File: src/rtl/priority_encoder8_3_seq.sv
// priority_encoder8_3_seq: latches rising request edges and presents the top-priority
// pending index as a 3-bit code, held until the consumer acks it.
module priority_encoder8_3_seq #(
  parameter bit HIGH_FIRST = 1'b1
) (
  input  logic       clk,
  input  logic       rst,
  input  logic       en,
  input  logic [7:0] req,
  input  logic       ack,
  output logic [2:0] A,
  output logic       valid,
  output logic [7:0] pending,
  output logic       drop
);
  typedef enum logic {IDLE, PRESENT} state_t;
  state_t state_q, state_d;
  logic [7:0] req_q, pending_q, pending_d, edg, clr;
  logic [2:0] a_q, a_d, sel, j;
  logic valid_q, valid_d, drop_q, drop_d, grant;
  always_comb begin
    sel = '0;
    j = '0;
    for (int i = 0; i < 8; i++) begin
      j = HIGH_FIRST ? 3'(i) : 3'(7 - i);
      if (pending_q[j]) sel = j;
    end
  end
  // set wins over clear so an edge on the bit being acked is not lost
  always_comb begin
    edg = req & ~req_q & {8{en}};
    clr = (state_q == PRESENT && ack) ? 8'd1 << a_q : 8'd0;
    pending_d = (pending_q & ~clr) | edg;
    drop_d = |(edg & pending_q & ~clr);
    grant = state_q == IDLE && |pending_q;
    state_d = grant ? PRESENT : (state_q == PRESENT && ack) ? IDLE : state_q;
    valid_d = state_d == PRESENT;
    a_d = grant ? sel : a_q;
  end
  always_ff @(posedge clk) begin
    if (rst) begin
      state_q <= IDLE;
      req_q <= 8'hFF;
      pending_q <= '0;
      a_q <= '0;
      valid_q <= 1'b0;
      drop_q <= 1'b0;
    end else begin
      state_q <= state_d;
      req_q <= req;
      pending_q <= pending_d;
      a_q <= a_d;
      valid_q <= valid_d;
      drop_q <= drop_d;
    end
  end
  assign A = a_q;
  assign valid = valid_q;
  assign pending = pending_q;
  assign drop = drop_q;
endmodule

File: config.mk
export PLATFORM = sky130hd
export DESIGN_NAME = priority_encoder8_3_seq
export DESIGN_NICKNAME = d
export VERILOG_FILES = /design/src/rtl/priority_encoder8_3_seq.sv
export SDC_FILE = /design/constraint.sdc
export NUM_CORES = 1
export LEC_CHECK = 0
export BUFFER_PORTS_ARGS = -buffer_cell sky130_fd_sc_hd__buf_4
export CAP_MARGIN = 20
export CORE_ASPECT_RATIO = 1.2
export CORE_MARGIN = 2
export CORE_UTILIZATION = 44
export DETAILED_ROUTE_END_ITERATION = 12
export GPL_TIMING_DRIVEN = 0
export PLACE_DENSITY_LB_ADDON = 0.3
export SETUP_SLACK_MARGIN = 0.05
export SLEW_MARGIN = 15
export SYNTH_ARGS = -nofsm -noshare
export SYNTH_HDL_FRONTEND = slang
export SYNTH_SLANG_ARGS = --single-unit
File: constraint.sdc
create_clock -name clk -period 1.35 [get_ports clk]
set_input_delay 0.27 -clock clk [delete_from_list [all_inputs] [get_ports clk]]
set_output_delay 0.27 -clock clk [all_outputs]
set_load 0.05 [all_outputs]
-- Word-level counts from Yosys, hierarchy flattened
Cells that the tools add are included.
- output and inout port bits: 13
- logic and storage cells: 30
- register bits: 21
- bits of input ports: 12
- reductions and logical operators: 5
- bitwise logic cells: 9
- shift operators: 1
- multiplexer cells: 10
- operators with widths (kind ; count):
    $and 8x8->8 ; 5
    $not 8->8 ; 2
    $reduce_or 8->1 ; 2
    $mux 3 ; 4
    $mux 8 ; 1
    $or 8x8->8 ; 1
    $shl 1x3->8 const A ; 1
    $mux 2 ; 2
    $mux 1 ; 3
    $logic_and 1x1->1 ; 2
    $reduce_bool 2->1 ; 1
    $not 1->1 ; 1

-- Logic depth before layout (Yosys ltp)
Gate-level depths: netlist of run 1.
- word-level depth: 7
- depth in mapped cells: 5
- depth with buffers taken out: 5

-- Worst setup path before layout of run 1
Ideal clock, no wire load.
- kind: register -> register
- start point: register valid (netlist name)
- end point: register drop_q, in the netlist drop
- required time: 1.228 ns
- arrival: 1.677 ns
- clock period less this slack: 1.799 ns
- setup time: 0.122 ns
- stages on the path, launching flop included: 6
- path slack: -0.449 ns
- cells stage by stage: dfxtp_1 nand3_1 o31ai_2 o32a_2 o311ai_1 o311a_1
- RTL lines (element ; line ; RTL):
    end signal: assignment ; 54 ; drop_q <= drop_d;
    end: declaration ; 20 ; logic valid_q, valid_d, drop_q, drop_d, grant;

-- Worst setup path after layout of run 1
- start point: register a_q[1], in the netlist A[1]
- end point: register drop_q, in the netlist drop
- longest elaborated chain between the ends: 5
- RTL lines (element ; line ; RTL):
    start: declaration ; 19 ; logic [2:0] a_q, a_d, sel, j;
    start signal: assignment ; 45 ; a_q <= '0;
    start signal: assignment ; 52 ; a_q <= a_d;
    $shl 1x3->8 ; 32 ; clr = (state_q == PRESENT && ack) ? 8'd1 << a_q : 8'd0;
    $mux 8 ; 32 ;
    $not 8->8 ; 34 ; drop_d = |(edg & pending_q & ~clr);
    $and 8x8->8 ; 34 ;
    $reduce_or 8->1 ; 34 ;
No other way between the ends.
A chain may end at the register's enable or synchronous reset.

==> results of run 1 <==
metrics by stage:
| step | cell area, um^2 | worst slack (ns) | TNS [ns] | utilization | power, mW |
|---|---|---|---|---|---|
| final | 1210 | -0.0844 | -0.0844 | 0.664 | 1.35 |
| after CTS | 1180 | -0.0694 | -0.0694 | 0.644 | 1.34 |
| after global routing | 1210 | -0.152 | -0.152 | 0.664 | 1.43 |
| after global placement | 1140 | -0.0561 | -0.0561 | 0.621 | 1.04 |
| after detailed placement | 1140 | -0.0744 | -0.0744 | 0.621 | 1.04 |
| after floorplan | 940 | -0.0342 | -0.0342 | - | 0.937 |
synthesized netlist by cell type, drive strengths merged:
master	number
nor2	3
o31ai	4
nand2	6
o41ai	1
o311a	1
dfxtp	21
nand3b	8
or3b	1
or2	6
a211oi	1
o21ai	6
nor3	2
nand2b	5
o311ai	1
o21bai	1
o32a	1
clkbuf	2
nor4	2
nand3	1
inv	7
o32ai	2
a21oi	13
what timing repair did:
action                     CTS  global route
resized for setup            2             5
buffers inserted             0             1
setup endpoints to repair    1             3
flip-flops by register name (all words and copies together) (netlist names):
name,cells
valid,1
A,3
drop,1
pending,8
req_q,8
worst max-delay path by stage:
| stage | start | to | slack (ns) | depth (start not counted) |
|---|---|---|---|---|
| 2_1_floorplan | A[2]$_SDFFE_PP0P_ | drop$_SDFF_PP0_ | -0.03 | 5 |
| 3_3_place_gp | A[1]$_SDFFE_PP0P_ | drop$_SDFF_PP0_ | -0.06 | 4 |
| 3_5_place_dp | A[1]$_SDFFE_PP0P_ | drop$_SDFF_PP0_ | -0.07 | 4 |
| 4_1_cts | A[1]$_SDFFE_PP0P_ | drop$_SDFF_PP0_ | -0.07 | 5 |
| 5_1_grt | A[2]$_SDFFE_PP0P_ | drop$_SDFF_PP0_ | -0.15 | 5 |
| 6_report | A[1]$_SDFFE_PP0P_ | drop$_SDFF_PP0_ | -0.08 | 5 |
worst register-to-register path, delay by kind of cell (launching register included):
kind                   cells  cell delay [ns]
flip-flops                 1             0.39
AO/OA/AOI/OAI              4             0.78
buffers and inverters      1             0.14
area by class of cell:
cell class	instances	area [um^2]
fill	154	614
multi-input combinational	65	505
sequential	21	444
timing repair buffer	24	180
inverter	7	26.3
tap	19	23.8
clock buffer	3	22.5
buffer	2	7.51
clock inverter	1	5.00
power by group through the flow:
stage / logic [mW] / registers, mW / clock network [mW]
3_3_place_gp: 0.291 / 0.745 / 0
6_report: 0.318 / 0.740 / 0.297
3_5_place_dp: 0.295 / 0.746 / 0
5_1_grt: 0.344 / 0.749 / 0.338
4_1_cts: 0.300 / 0.735 / 0.305
2_1_floorplan: 0.105 / 0.831 / 0
cells by family after synthesis:
| group | after synthesis | synth area share |
|---|---|---|
| AO/OA/AOI/OAI | 31 | 0.235 |
| buffers and inverters | 9 | 0.0394 |
| flip-flops | 21 | 0.491 |
| AND/OR/NAND/NOR | 34 | 0.235 |
per-layer routing:
layer / part of all wire / wire length [um] / up-vias / track usage
met5: 0 / 0 / - / 0
met2: 0.51 / 1020 / 26 / 0.324
met3: 0.049 / 98 / 4 / 0.0276
met1: 0.42 / 850 / 376 / 0.233
li1: - / - / 405 / -
met4: 0.017 / 34 / 0 / 0.152
==> qor.yml, run 1 <==
die:
  coreArea_um2: 1830
  die_w_um: 44.3
  ios: 25
  die_y_um: 52.3
  start_util: 0.469
  dieArea_um2: 2320
  row_count: 17
detailed_routing:
  post-route-drc-count: 0
  ant_nets: 0
  via_per_inst: 5.71
  num_vias: 811
  dr.first_iter.drc_count: 14
  wirelength_mm: 2.01
  firstDrtPassIters: 4
  drt-wirelength-per-cell_um: 14.1
critical_path:
  path_class: "reg2reg"
  regToRegEndpoint: "drop$_SDFF_PP0_"
  worst-path-buf-inv: 1
  slowest_delay_ns: 0.39
  r2r_start: "A[1]$_SDFFE_PP0P_"
  cp-start-kind: "register"
  arrival_ns: 1.63
  crit_fanout: 7
  required_ns: 1.55
  crit_slowest_cell: "dfxtp_4"
  ff2ff_path_depth: 5
  cp_top_family: "compound AO/OA/AOI/OAI gates"
  crit_chain: "buf_4, o31ai_4, o32a_2, o311ai_1, o311a_1"
  cp-end-kind: "register"
  reg2reg_slack_ns: -0.08
clock_network:
  tritoncts: "yes"
  htree_levels: 1
  cts.sinks: 21
  clock_latency_ns: 0.30
  cts-root-buf: "clkbuf_4"
  cts_buffer_depth: 2
  clk_pin_slew_ns: 0.12
  cts_hold_repair.buffers: 0
  cts_buffers: 3
timing:
  fin_ws_ns: -0.0844
  hold_viol: 0
  max_freq_mhz: 697
  timing.hold.ws_ns: 0.168
  max_slew_margin: 0.711
  rsz0062_at_grt: "yes"
  skew_ns: 0.00376
  slew_viol_final: 0
  worst_slew_pin_slew_ns: 0.433
  fin_crit_ns: 1.43
  setup_viol_count_final: 1
  fin_crit_sh: 1.06
cells_and_area:
  mostFrequentLayoutCells: "buf_4 (24), a21oi_1 (12), dfxtp_1 (10)"
  layout_commonest_cell: "buf_4"
  final_cells: 142
  num_antenna_cells: 0
  drive_gt1_frac: 0.472
  syn2layout_area_growth_pct: 41.8
  final_nets: 136
power_and_ir_drop:
  leakage_nw: 0.491
  comb_power_share: 0.235
  peakVddDrop_mv: 0.716
  p_seq_frac: 0.546
  power_density_nw_per_um2: 1120
  swShare: 0.334
  intPower_mw: 0.903
  clkPwrFrac: 0.219
  switching_power_mw: 0.452
place:
  io_buffers: 23
  dp_cells: 137
  gp_congestion: 0.795
  hpwl_mm: 1.50
status:
  run_status: "finished, violations left"
  violations: "negative setup slack"
synthesis:
  yosysUniqueCellTypes: 25
  yosys.area.top_type: "dfxtp_1"
  synth_seq_area_share: 0.491
  syn-num-nets: 107
  synthCells: 95
  ys_seq_elements: 21
  syn_area_per_cell_um2: 9.02
  yosysWarnings: 0
  synthTopCellsByArea: "dfxtp_1 (49%), a21oi_1 (7.6%), nand3b_1 (7.0%)"
  syn_area_um2: 857
  yosysTopAreaCellShare: 0.491
worst_hold_path:
  holdPathEnd: "req_q[4]$_SDFF_PP1_"
  holdPathStages: 2
  hold_start: "req[4]"
  hold_path_class: "in2reg"
global_routing:
  grt_pass1_vias: 780
  grt.total_usage: 0.200
  grt_max_degree: 13
  grt_pass1_wl_mm: 3.35
  grt_antenna_before_repair: 0
  grt_overflow_total: 0
flow_run:
  max_cap_violations: 0
No activity file was read; power rests on OpenSTA's default activity.
==> run 2, diff against run 1 <==
--- a/config.mk
+++ b/config.mk
@@ -9,8 +9,9 @@
 export CAP_MARGIN = 20
 export CORE_ASPECT_RATIO = 1.2
 export CORE_MARGIN = 2
-export CORE_UTILIZATION = 44
+export CORE_UTILIZATION = 30
 export DETAILED_ROUTE_END_ITERATION = 12
+export GPL_ROUTABILITY_DRIVEN = 0
 export GPL_TIMING_DRIVEN = 0
 export PLACE_DENSITY_LB_ADDON = 0.3
 export SETUP_SLACK_MARGIN = 0.05
==> run 2 against run 1 <==
- the run still ends with negative setup slack left
- final cell count is 12% higher
- non-clock buffer count grew 2
- worst setup slack improved by 0.013 ns
- sequential power about the same
- routed wire length rose by 4.5%
- die area is 42% higher
- sequential share of layout area is 0.63 points lower
- clock skew down 0.0016 ns
- largest power group unchanged
==> qor.yml, run 2 (synthesis results as in run 1) <==
power_and_ir_drop:
  leakage_nw: 0.481  # -1.9%
  swShare: 0.329  # -0.00481
  p_seq_frac: 0.537  # -0.009
  comb_power_share: 0.243  # +0.008
  switching_power_mw: 0.451  # -0.28%
  peakVddDrop_mv: 0.785  # +9.7%
  intPower_mw: 0.920  # +1.9%
  clkPwrFrac: 0.220  # about the same
  power_density_nw_per_um2: 1110  # -0.56%
critical_path:
  path_class: "reg2reg"
  arrival_ns: 1.62  # about the same
  setup.worst_path.start: "A[2]$_SDFFE_PP0P_"
  regToRegEndpoint: "drop$_SDFF_PP0_"
  r2r_start: "A[2]$_SDFFE_PP0P_"
  crit_fanout: 6  # -1
  ff2ff_path_depth: 5  # unchanged
  cp-end-kind: "register"
  crit_end: "drop$_SDFF_PP0_"
  cp-start-kind: "register"
  required_ns: 1.54  # about the same
  reg2reg_slack_ns: -0.07  # about the same
detailed_routing:
  firstDrtPassIters: 4  # unchanged
  num_vias: 826  # +1.8%
  ant_nets: 0  # unchanged
  dr.first_iter.drc_count: 19  # +5
  via_per_inst: 5.19  # -9.0%
  wirelength_mm: 2.10  # +4.5%
  drt-wirelength-per-cell_um: 13.2  # -6.6%
  post-route-drc-count: 0  # unchanged
clock_network:
  cts-root-buf: "clkbuf_4"
  cts_buffers: 3  # unchanged
  clock_latency_ns: 0.30  # about the same
  tritoncts: "yes"
  clk_pin_slew_ns: 0.12  # about the same
  cts.sinks: 21  # unchanged
  cts_buffer_depth: 2  # unchanged
  htree_levels: 1  # unchanged
  cts_hold_repair.buffers: 0  # unchanged
status:
  run_status: "finished, violations left"
  violations: "negative setup slack"
worst_hold_path:
  hold_path_class: "in2reg"
timing:
  setup_viol_count_final: 1  # unchanged
  fin_ws_ns: -0.0712  # +0.0132 ns
  worst_slew_pin_slew_ns: 0.471  # +0.0372 ns
  fin_crit_ns: 1.42  # -0.0132 ns
  max_freq_mhz: 704  # +0.93%
  slew_viol_final: 0  # unchanged
  rsz0062_at_grt: "yes"
  max_slew_margin: 0.686  # -0.0248
  skew_ns: 0.00213  # -0.00163 ns
  hold_viol: 0  # unchanged
  finalSetupTns_ns: -0.0712  # +0.0132 ns
  fin_crit_sh: 1.05  # -0.00976
global_routing:
  grt_pass1_vias: 807  # +3.5%
  grt.total_usage: 0.148  # -0.0517
  grt_pass1_wl_mm: 3.63  # +8.5%
  grt_antenna_before_repair: 0  # unchanged
  grt_overflow_total: 0  # unchanged
  grt_max_degree: 12  # -1
die:
  die_w_um: 52.8  # +19%
  row_count: 21  # +4
  start_util: 0.311  # -0.158
  coreArea_um2: 2760  # +51%
  die_y_um: 62.6  # +19%
  dieArea_um2: 3300  # +42%
  ios: 25  # unchanged
place:
  dp_cells: 152  # +11%
  hpwl_mm: 1.62  # +7.8%
  io_buffers: 23  # unchanged
cells_and_area:
  syn2layout_area_growth_pct: 44.2
  layout_commonest_cell: "buf_4"
  mostFrequentLayoutCells: "buf_4 (24), a21oi_1 (13), dfxtp_1 (10)"
  multi_input_area_um2: 479  # -5.2%
  seqCellArea_um2: 444  # unchanged
  num_antenna_cells: 0  # unchanged
  final_nets: 138  # +1.5%
  drive_gt1_frac: 0.464  # -0.00754
  fill_cells: 286  # +86%
  final_cells: 159  # +12%
flow_run:
  max_cap_violations: 0  # unchanged
==> run 2: area by class of cell <==
cell class	count	area share
Buffer	2	0.00607
Clock buffer	4	0.0213
Inverter	7	0.0213
Multi-Input combinational cell	65	0.388
Sequential cell	21	0.359
Tap cell	34	0.0344
Timing Repair Buffer	26	0.170
==> run 2: per-layer routing <==
layer,vias up,global-route usage,share of wire,routed length [um]
li1,403,-,-,-
met3,2,0.0311,0.046,97
met5,-,0,0,0
met4,0,0.0481,0.010,21
met1,395,0.191,0.43,902
met2,26,0.241,0.51,1080
==> run 2: per-stage QoR <==
step	util	instance area, um^2	setup WS, ns	hold slack (ns)	total power [mW]
finish	0.448	1240	-0.0712	0.162	1.37
CTS	0.444	1220	-0.0778	0.161	1.37
floorplan	-	940	-0.0342	0.333	0.937
global route	0.448	1240	-0.152	0.165	1.45
global placement	0.419	1150	-0.0673	0.468	1.04
detailed placement	0.419	1150	-0.0749	0.475	1.05
==> run 2: critical path, stage by stage, from the launching register on <==
cell,delay [ns]
dfxtp_4,0.43
nand3_4,0.12
o31ai_4,0.20
o32a_2,0.17
o311ai_1,0.10
o311a_1,0.30
==> run 2: worst min-delay path by stage <==
stage / startpoint / endpoint / slack, ns / cells after the start
6_report: req[2] / req_q[2]$_SDFF_PP1_ / 0.16 / 3
4_1_cts: req[5] / req_q[5]$_SDFF_PP1_ / 0.16 / 3
3_3_place_gp: req[2] / req_q[2]$_SDFF_PP1_ / 0.47 / 3
2_1_floorplan: rst / A[1]$_SDFFE_PP0P_ / 0.33 / 1
3_5_place_dp: req[1] / req_q[1]$_SDFF_PP1_ / 0.47 / 3
5_1_grt: rst / A[1]$_SDFFE_PP0P_ / 0.16 / 2
==> run 2: power by group through the flow <==
stage	Combinational (mW)	Sequential, mW	Clock, mW
floorplan	0.105	0.831	0
global placement	0.292	0.747	0
detailed placement	0.295	0.752	0
CTS	0.327	0.736	0.305
global route	0.360	0.746	0.340
finish	0.333	0.737	0.302
==> run 2: repair_timing <==
| action | in CTS | in global routing |
|---|---|---|
| gates resized for setup | 4 | 4 |
| buffers inserted | 3 | 0 |
| hold endpoints to repair | 0 | 0 |
| setup endpoints to repair | 1 | 3 |
